$ cat src/rtl/ofdm_buf_pkg.sv
// Shared constants for the OFDM Rx output buffer: register offsets,
// STATUS bit positions, FSM state encoding and the STATUS word packer.
package ofdm_buf_pkg;

    localparam logic [4:0] OFS_STATUS = 5'h1C;

    localparam int STAT_VALID   = 0;
    localparam int STAT_SHORT   = 1;
    localparam int STAT_NOTLAST = 2;
    localparam int STAT_CNT_LSB = 8;
    localparam int CNT_W        = 4;

    typedef enum logic {
        ST_FILL = 1'b0,
        ST_FULL = 1'b1
    } state_t;

    function automatic logic [31:0] pack_status(
        input logic             valid,
        input logic             short_f,
        input logic             notlast,
        input logic [CNT_W-1:0] cnt
    );
        logic [31:0] w;
        w                          = '0;
        w[STAT_VALID]              = valid;
        w[STAT_SHORT]              = short_f;
        w[STAT_NOTLAST]            = notlast;
        w[STAT_CNT_LSB +: CNT_W]   = cnt;
        return w;
    endfunction

endpackage

$ cat src/rtl/ofdm_axil_slave_if.sv
// AXI-Lite slave handshake engine: one outstanding write and one outstanding
// read; read data is captured at the address handshake and held until rready.
module ofdm_axil_slave_if #(
    parameter int AW = 5,
    parameter int DW = 32
) (
    input  logic            aclk,
    input  logic            areset,
    input  logic [AW-1:0]   s_awaddr,
    input  logic            s_awvalid,
    output logic            s_awready,
    input  logic [DW-1:0]   s_wdata,
    input  logic [DW/8-1:0] s_wstrb,
    input  logic            s_wvalid,
    output logic            s_wready,
    output logic [1:0]      s_bresp,
    output logic            s_bvalid,
    input  logic            s_bready,
    input  logic [AW-1:0]   s_araddr,
    input  logic            s_arvalid,
    output logic            s_arready,
    output logic [DW-1:0]   s_rdata,
    output logic [1:0]      s_rresp,
    output logic            s_rvalid,
    input  logic            s_rready,
    output logic            wr_en,
    output logic [AW-1:0]   wr_addr,
    output logic [DW-1:0]   wr_data,
    output logic [DW/8-1:0] wr_strb,
    output logic            rd_en,
    output logic [AW-1:0]   rd_addr,
    input  logic [DW-1:0]   rd_data
);

    logic          awready_q, awready_d;
    logic          bvalid_q, bvalid_d;
    logic          arready_q, arready_d;
    logic          rvalid_q, rvalid_d;
    logic [DW-1:0] rdata_q, rdata_d;

    // Handshake next-state: single-cycle ready pulses, valid held until taken
    always_comb begin
        wr_en     = awready_q & s_awvalid & s_wvalid;
        rd_en     = arready_q & s_arvalid;
        awready_d = s_awvalid & s_wvalid & ~bvalid_q & ~awready_q;
        arready_d = s_arvalid & ~rvalid_q & ~arready_q;
        bvalid_d  = bvalid_q;
        rvalid_d  = rvalid_q;
        rdata_d   = rdata_q;
        if (wr_en) begin
            bvalid_d = 1'b1;
        end else if (bvalid_q && s_bready) begin
            bvalid_d = 1'b0;
        end
        if (rd_en) begin
            rvalid_d = 1'b1;
            rdata_d  = rd_data;
        end else if (rvalid_q && s_rready) begin
            rvalid_d = 1'b0;
        end
    end

    // Handshake registers with synchronous reset
    always_ff @(posedge aclk) begin
        if (areset) begin
            awready_q <= 1'b0;
            bvalid_q  <= 1'b0;
            arready_q <= 1'b0;
            rvalid_q  <= 1'b0;
            rdata_q   <= '0;
        end else begin
            awready_q <= awready_d;
            bvalid_q  <= bvalid_d;
            arready_q <= arready_d;
            rvalid_q  <= rvalid_d;
            rdata_q   <= rdata_d;
        end
    end

    assign s_awready = awready_q;
    assign s_wready  = awready_q;
    assign s_bvalid  = bvalid_q;
    assign s_bresp   = 2'b00;
    assign s_arready = arready_q;
    assign s_rvalid  = rvalid_q;
    assign s_rdata   = rdata_q;
    assign s_rresp   = 2'b00;
    assign wr_addr   = s_awaddr;
    assign wr_data   = s_wdata;
    assign wr_strb   = s_wstrb;
    assign rd_addr   = s_araddr;

endmodule

$ cat src/rtl/ofdm_rx_output_buffer_lite.sv
// OFDM Rx output buffer: captures one AXI-Stream frame, holds it for AXI-Lite
// readout until released. Optional level irq when OFDM_RXBUF_IRQ_EN is defined.
module ofdm_rx_output_buffer_lite
    import ofdm_buf_pkg::*;
#(
    parameter int C_S00_AXI_DATA_WIDTH   = 32,
    parameter int C_S00_AXI_ADDR_WIDTH   = 5,
    parameter int C_S00_AXIS_TDATA_WIDTH = 32,
    parameter int C_NUM_WORDS            = 7
) (
`ifdef OFDM_RXBUF_IRQ_EN
    output logic                                irq,
`endif
    input  logic                                aclk,
    input  logic                                areset,
    input  logic [C_S00_AXI_ADDR_WIDTH-1:0]     s00_axi_awaddr,
    input  logic [2:0]                          s00_axi_awprot,
    input  logic                                s00_axi_awvalid,
    output logic                                s00_axi_awready,
    input  logic [C_S00_AXI_DATA_WIDTH-1:0]     s00_axi_wdata,
    input  logic [C_S00_AXI_DATA_WIDTH/8-1:0]   s00_axi_wstrb,
    input  logic                                s00_axi_wvalid,
    output logic                                s00_axi_wready,
    output logic [1:0]                          s00_axi_bresp,
    output logic                                s00_axi_bvalid,
    input  logic                                s00_axi_bready,
    input  logic [C_S00_AXI_ADDR_WIDTH-1:0]     s00_axi_araddr,
    input  logic [2:0]                          s00_axi_arprot,
    input  logic                                s00_axi_arvalid,
    output logic                                s00_axi_arready,
    output logic [C_S00_AXI_DATA_WIDTH-1:0]     s00_axi_rdata,
    output logic [1:0]                          s00_axi_rresp,
    output logic                                s00_axi_rvalid,
    input  logic                                s00_axi_rready,
    input  logic                                s00_axis_tvalid,
    input  logic [C_S00_AXIS_TDATA_WIDTH-1:0]   s00_axis_tdata,
    input  logic                                s00_axis_tlast,
    output logic                                s00_axis_tready
);

    localparam int AW = C_S00_AXI_ADDR_WIDTH;
    localparam int DW = C_S00_AXI_DATA_WIDTH;
    localparam int TW = C_S00_AXIS_TDATA_WIDTH;
    localparam int IW = AW - 2;
    localparam logic [IW-1:0] STATUS_IDX = IW'(OFS_STATUS >> 2);

    logic            wr_en, rd_en;
    logic [AW-1:0]   wr_addr, rd_addr;
    logic [DW-1:0]   wr_data, rd_data;
    logic [DW/8-1:0] wr_strb;

    state_t          state_q, state_d;
    logic [CNT_W-1:0] cnt_q, cnt_d;
    logic [TW-1:0]   mem_q [C_NUM_WORDS];
    logic [TW-1:0]   mem_d [C_NUM_WORDS];
    logic            short_q, short_d;
    logic            notlast_q, notlast_d;
    logic            frame_valid;
    logic            beat;
    logic            last_word;
    logic            release_req;
    logic [IW-1:0]   rd_idx;
    logic            unused_ok;

    ofdm_axil_slave_if #(
        .AW (AW),
        .DW (DW)
    ) u_axil (
        .aclk      (aclk),
        .areset    (areset),
        .s_awaddr  (s00_axi_awaddr),
        .s_awvalid (s00_axi_awvalid),
        .s_awready (s00_axi_awready),
        .s_wdata   (s00_axi_wdata),
        .s_wstrb   (s00_axi_wstrb),
        .s_wvalid  (s00_axi_wvalid),
        .s_wready  (s00_axi_wready),
        .s_bresp   (s00_axi_bresp),
        .s_bvalid  (s00_axi_bvalid),
        .s_bready  (s00_axi_bready),
        .s_araddr  (s00_axi_araddr),
        .s_arvalid (s00_axi_arvalid),
        .s_arready (s00_axi_arready),
        .s_rdata   (s00_axi_rdata),
        .s_rresp   (s00_axi_rresp),
        .s_rvalid  (s00_axi_rvalid),
        .s_rready  (s00_axi_rready),
        .wr_en     (wr_en),
        .wr_addr   (wr_addr),
        .wr_data   (wr_data),
        .wr_strb   (wr_strb),
        .rd_en     (rd_en),
        .rd_addr   (rd_addr),
        .rd_data   (rd_data)
    );

    assign unused_ok = ^{s00_axi_awprot, s00_axi_arprot, wr_addr[1:0],
                         rd_addr[1:0], wr_data[DW-1:1], wr_strb[DW/8-1:1]};

    assign beat        = s00_axis_tvalid && (state_q == ST_FILL);
    assign last_word   = (cnt_q == CNT_W'(C_NUM_WORDS - 1));
    assign release_req = wr_en && (wr_addr[AW-1:2] == STATUS_IDX)
                         && wr_strb[0] && wr_data[0];

    // FSM state register
    always_ff @(posedge aclk) begin
        if (areset) begin
            state_q <= ST_FILL;
        end else begin
            state_q <= state_d;
        end
    end

    // FSM next state: fill ends on tlast or on the last slot, release refills
    always_comb begin
        state_d = state_q;
        unique case (state_q)
            ST_FILL: if (beat && (last_word || s00_axis_tlast)) state_d = ST_FULL;
            ST_FULL: if (release_req) state_d = ST_FILL;
        endcase
    end

    // FSM outputs; tready is forced low while reset is asserted
    always_comb begin
        s00_axis_tready = (state_q == ST_FILL) && !areset;
        frame_valid     = (state_q == ST_FULL);
    end

    // Buffer, count and frame flags next-state
    always_comb begin
        mem_d     = mem_q;
        cnt_d     = cnt_q;
        short_d   = short_q;
        notlast_d = notlast_q;
        if (beat) begin
            for (int i = 0; i < C_NUM_WORDS; i++) begin
                if (cnt_q == CNT_W'(i)) mem_d[i] = s00_axis_tdata;
            end
            cnt_d = cnt_q + CNT_W'(1);
            if (last_word) begin
                notlast_d = ~s00_axis_tlast;
            end else if (s00_axis_tlast) begin
                short_d = 1'b1;
            end
        end
        if (frame_valid && release_req) begin
            mem_d     = '{default: '0};
            cnt_d     = '0;
            short_d   = 1'b0;
            notlast_d = 1'b0;
        end
    end

    // Buffer and flag registers
    always_ff @(posedge aclk) begin
        if (areset) begin
            mem_q     <= '{default: '0};
            cnt_q     <= '0;
            short_q   <= 1'b0;
            notlast_q <= 1'b0;
        end else begin
            mem_q     <= mem_d;
            cnt_q     <= cnt_d;
            short_q   <= short_d;
            notlast_q <= notlast_d;
        end
    end

`ifdef OFDM_RXBUF_IRQ_EN
    logic irq_q, irq_d;

    // Level irq: set on entering FULL, cleared by release
    always_comb begin
        irq_d = irq_q;
        if (state_q == ST_FILL && state_d == ST_FULL) begin
            irq_d = 1'b1;
        end else if (release_req) begin
            irq_d = 1'b0;
        end
    end

    // irq register
    always_ff @(posedge aclk) begin
        if (areset) begin
            irq_q <= 1'b0;
        end else begin
            irq_q <= irq_d;
        end
    end

    assign irq = irq_q;
`endif

    // Read mux: STATUS, buffer words, zero elsewhere
    always_comb begin
        rd_idx  = rd_addr[AW-1:2];
        rd_data = '0;
        if (rd_en) begin
            if (rd_idx == STATUS_IDX) begin
                rd_data = DW'(pack_status(frame_valid, short_q, notlast_q, cnt_q));
            end else begin
                for (int i = 0; i < C_NUM_WORDS; i++) begin
                    if (rd_idx == IW'(i)) rd_data = DW'(mem_q[i]);
                end
            end
        end
    end

endmodule

$ cat config.mk
export PLATFORM = sky130hd
export DESIGN_NAME = ofdm_rx_output_buffer_lite
export DESIGN_NICKNAME = d
export VERILOG_FILES = /design/src/rtl/ofdm_buf_pkg.sv /design/src/rtl/ofdm_axil_slave_if.sv /design/src/rtl/ofdm_rx_output_buffer_lite.sv
export SDC_FILE = /design/constraint.sdc
export NUM_CORES = 1
export LEC_CHECK = 0
export BUFFER_PORTS_ARGS = -buffer_cell sky130_fd_sc_hd__buf_2
export CAP_MARGIN = 5
export CELL_PAD_IN_SITES_DETAIL_PLACEMENT = 1
export CELL_PAD_IN_SITES_GLOBAL_PLACEMENT = 1
export CORE_MARGIN = 2
export CORE_UTILIZATION = 44
export DETAILED_ROUTE_END_ITERATION = 8
export HOLD_SLACK_MARGIN = 0.08
export PLACE_DENSITY = 0.86
export SYNTH_ARGS = -nofsm -noshare
export SYNTH_HDL_FRONTEND = slang
export SYNTH_SLANG_ARGS = --single-unit
export TNS_END_PERCENT = 10
$ cat constraint.sdc
create_clock -name aclk -period 2.04 [get_ports aclk]
set_input_delay 0.408 -clock aclk [delete_from_list [all_inputs] [get_ports aclk]]
set_output_delay 0.408 -clock aclk [all_outputs]
set_load 0.01 [all_outputs]
==> impl_metrics.py <==
metrics = {
    "status": {
        "status": "finished clean",
    },
    "clock_network": {
        "cts_tree": "built",
        "h-tree-depth": 1,
        "cts-root-buf": "clkbuf_16",
        "clock_sinks": 267,
        "clk_pin_slew_worst_paths_ns": 0.06,
        "cts_buffer_depth": 3,
        "cts_buffers": 29,
        "clk_latency_ns": 0.55,
    },
    "layout": {
        "postLayoutCoreUtil_pct": 50.9,
        "stdcell_count": 1787,
        "n_fill_cell": 3122,
        "drive_gt1_share_pct": 17.5,
        "fin_nets": 1530,
        "syn_to_final_growth_pct": 14.5,
    },
    "worst_setup_path": {
        "cp-start-kind": "flip-flop",
        "max_stage_delay_ns": 0.57,
        "arrival_ns": 2.29,
        "path_max_fanout": 8,
        "cp_data_required_time_ns": 2.46,
        "crit_chain": "and2_1 -> o21ai_0 -> a2111oi_0 -> nor4_1",
        "crit_type": "flip-flop to flip-flop",
        "slowest_stage": "a2111oi_0",
        "endpoint_kind": "flip-flop",
    },
    "yosys": {
        "synth.largest_area_cell": "dfxtp_1",
        "syn_avg_cell_area_um2": 8.40,
        "synth_common_cells": "487 x nand2_1, 267 x dfxtp_1, 206 x a21oi_1",
        "seq_area_frac_synth_pct": 46.6,
        "ys_top_cells_by_area": "dfxtp_1 47%, nand2_1 16%, a21oi_1 9.0%, mux4_2 5.7%, mux2i_1 3.0%",
        "postSynthCellCount": 1366,
        "synth_top_area_share_pct": 46.6,
        "synthesis.area_um2": 11500,
        "synth_edf_count": 0,
        "synth_most_common_cell": "nand2_1",
        "synth_cell_types": 46,
        "ys_ff_latch": 267,
        "synth-async-reset-ratio_pct": 0,
        "ys.flop_type": "dfxtp_1",
        "synth_warnings": 0,
    },
    "floorplanning": {
        "fp.dieArea_um2": 27400,
        "io_pins": 135,
        "rows": 59,
        "core_um2": 25800,
        "fp.dieW_um": 166,
        "initial_core_util_pct": 44.4,
        "die_h_um": 166,
    },
    "sta": {
        "post-route-period-util_pct": 91.7,
        "setup_tns_ns": 0,
        "finalMaxSlewViolations": 0,
        "rsz0062_at_grt": "no",
        "worst_pin_slew_ns": 0.526,
        "hold_viol_final": 0,
        "fin_crit_ns": 1.87,
        "max_freq_mhz": 534,
        "setup_viol": 0,
        "skew_ns": 0.00901,
        "relSlewSlack_pct": 64.0,
        "hold_slack_ns": 0.0959,
    },
    "pwr": {
        "intPower_mw": 8.63,
        "comb_power_share_pct": 9.2,
        "p_leak_nw": 4.68,
        "power_frac_seq_pct": 47.0,
        "switchingPower_mw": 2.87,
        "power_density_nw_per_um2": 875,
        "swShare_pct": 25.0,
        "ir_drop_v": 0.000567,
        "clkPwrFrac_pct": 43.7,
    },
    "placed_design": {
        "port_buffers": 86,
        "dp_hpwl_um": 23200,
        "globalplace.congestion": 0.789,
        "placedCellCount": 1736,
    },
    "route": {
        "drt-met1-wl_um": 15300,
        "drtIter0Drc": 704,
        "vias": 10200,
        "drt-total-wl_um": 37900,
        "wl_met2_um": 18900,
        "viasPerCell": 5.71,
        "drc": 0,
        "wire_per_inst_um": 21.2,
        "dr_wl_met3_um": 2340,
        "highest_layer": "met4",
        "dr.pass1.iters": 5,
        "ant_nets": 0,
    },
    "grt": {
        "antenna_found_initial": 2,
        "first_global_vias": 10900,
        "grt_max_degree": 93,
        "grt-ovfl-total": 0,
        "grt_pass1_wl_um": 58700,
        "gr-usage-all-layers_pct": 27.9,
    },
    "hold_path": {
        "hold_path.class": "primary input to flip-flop",
    },
    "run": {
        "cap_violations": 0,
    },
}
kinds of logic after synthesis:
kind of cell             share of synthesized area [%]
multiplexers                                      8.75
adder cells (fa/ha/maj)                          0.436
AND/OR/NAND/NOR                                   20.1
XOR/XNOR                                         0.229
flip-flops                                        46.6
other                                           0.0327
AO/OA/AOI/OAI                                     17.1
buffers and inverters                             6.87
worst max-delay path: cells and delay by family (launching register included):
family | cells | cell delay [ns]
AO/OA/AOI/OAI | 2 | 0.85
AND/OR/NAND/NOR | 2 | 0.50
flip-flops | 1 | 0.37
final timing paths:
check,slack [ns],end,cells past startpoint,from
hold / removal,0.1,u_axil.s_awready$_SDFF_PP0_,3,s00_axi_wvalid
hold reg to reg,0.45,u_axil.s_rdata[14]$_SDFFE_PP0P_,2,u_axil.s_rdata[14]$_SDFFE_PP0P_
setup reg to reg,0.17,u_axil.s_rdata[9]$_SDFFE_PP0P_,4,u_axil.s_arready$_SDFF_PP0_
setup / recovery,0.17,u_axil.s_rdata[9]$_SDFFE_PP0P_,4,u_axil.s_arready$_SDFF_PP0_
registers in the layout, summed over array words and instances (netlist names):
register	count
notlast_q	1
short_q	1
u_axil.s_awready	1
mem_q	224
cnt_q	4
frame_valid	1
u_axil.s_bvalid	1
u_axil.s_arready	1
u_axil.s_rdata	32
u_axil.s_rvalid	1
final cells by class:
type                    count  area, µm²  area share (%)
diodes                      2       5.00          0.0381
clock buffers              45        876            6.66
clock inverters             3       18.8           0.143
inverters                   7       26.3           0.200
multi-input cells         980       5370            40.8
flip-flops and latches    267       5350            40.7
well taps                 335        419            3.19
repair buffers            148       1090            8.28
metrics by stage:
step,power [mW],area (µm²),setup slack [ns]
final,11.5,13100,0.169
after global routing,11.8,13100,0.0940
after CTS,11.5,13100,0.178
after detailed placement,6.57,12200,0.0455
after global placement,6.53,12200,0.143
after floorplan,6.15,11500,0.482
layout by cell type, fill, tap and decap left out, drive strengths merged, types with 2 or more instances in the layout:
master,n
nand3b,2
mux2i,34
nand2b,28
nor2,21
xor2,2
and2,8
ha,4
o2bb2ai,4
nor2b,3
inv,8
nor4,3
a2111oi,2
a21oi,236
nor3,2
buf,147
diode,2
a22oi,4
nand2,487
clkinv,2
nor4b,3
o221ai,4
conb,4
a2bb2oi,23
nand4,2
clkbuf,45
a211oi,3
o21ai,58
and2b,2
dfxtp,267
mux4,29
nand3,4
layer usage:
| metal | vias up | global-route usage [%] |
|---|---|---|
| met1 | 5107 | 33.7 |
| li1 | 4693 | - |
| met4 | 0 | 11.8 |
| met5 | - | 0 |
| met2 | 306 | 49.4 |
| met3 | 92 | 4.02 |
repair_timing:
action	in CTS	in global routing
resized for setup	0	0
hold buffers	1	0
hold endpoints to repair	1	0
setup buffers	0	0
power by group through the flow:
| stage | clock network [mW] | logic (mW) | registers, mW |
|---|---|---|---|
| floorplan | 0 | 0.646 | 5.51 |
| global placement | 0 | 1.01 | 5.51 |
| detailed placement | 0 | 1.04 | 5.52 |
| CTS | 5.05 | 1.05 | 5.41 |
| global route | 5.26 | 1.14 | 5.42 |
| finish | 5.03 | 1.06 | 5.41 |
No activity file was read; power rests on OpenSTA's default activity.
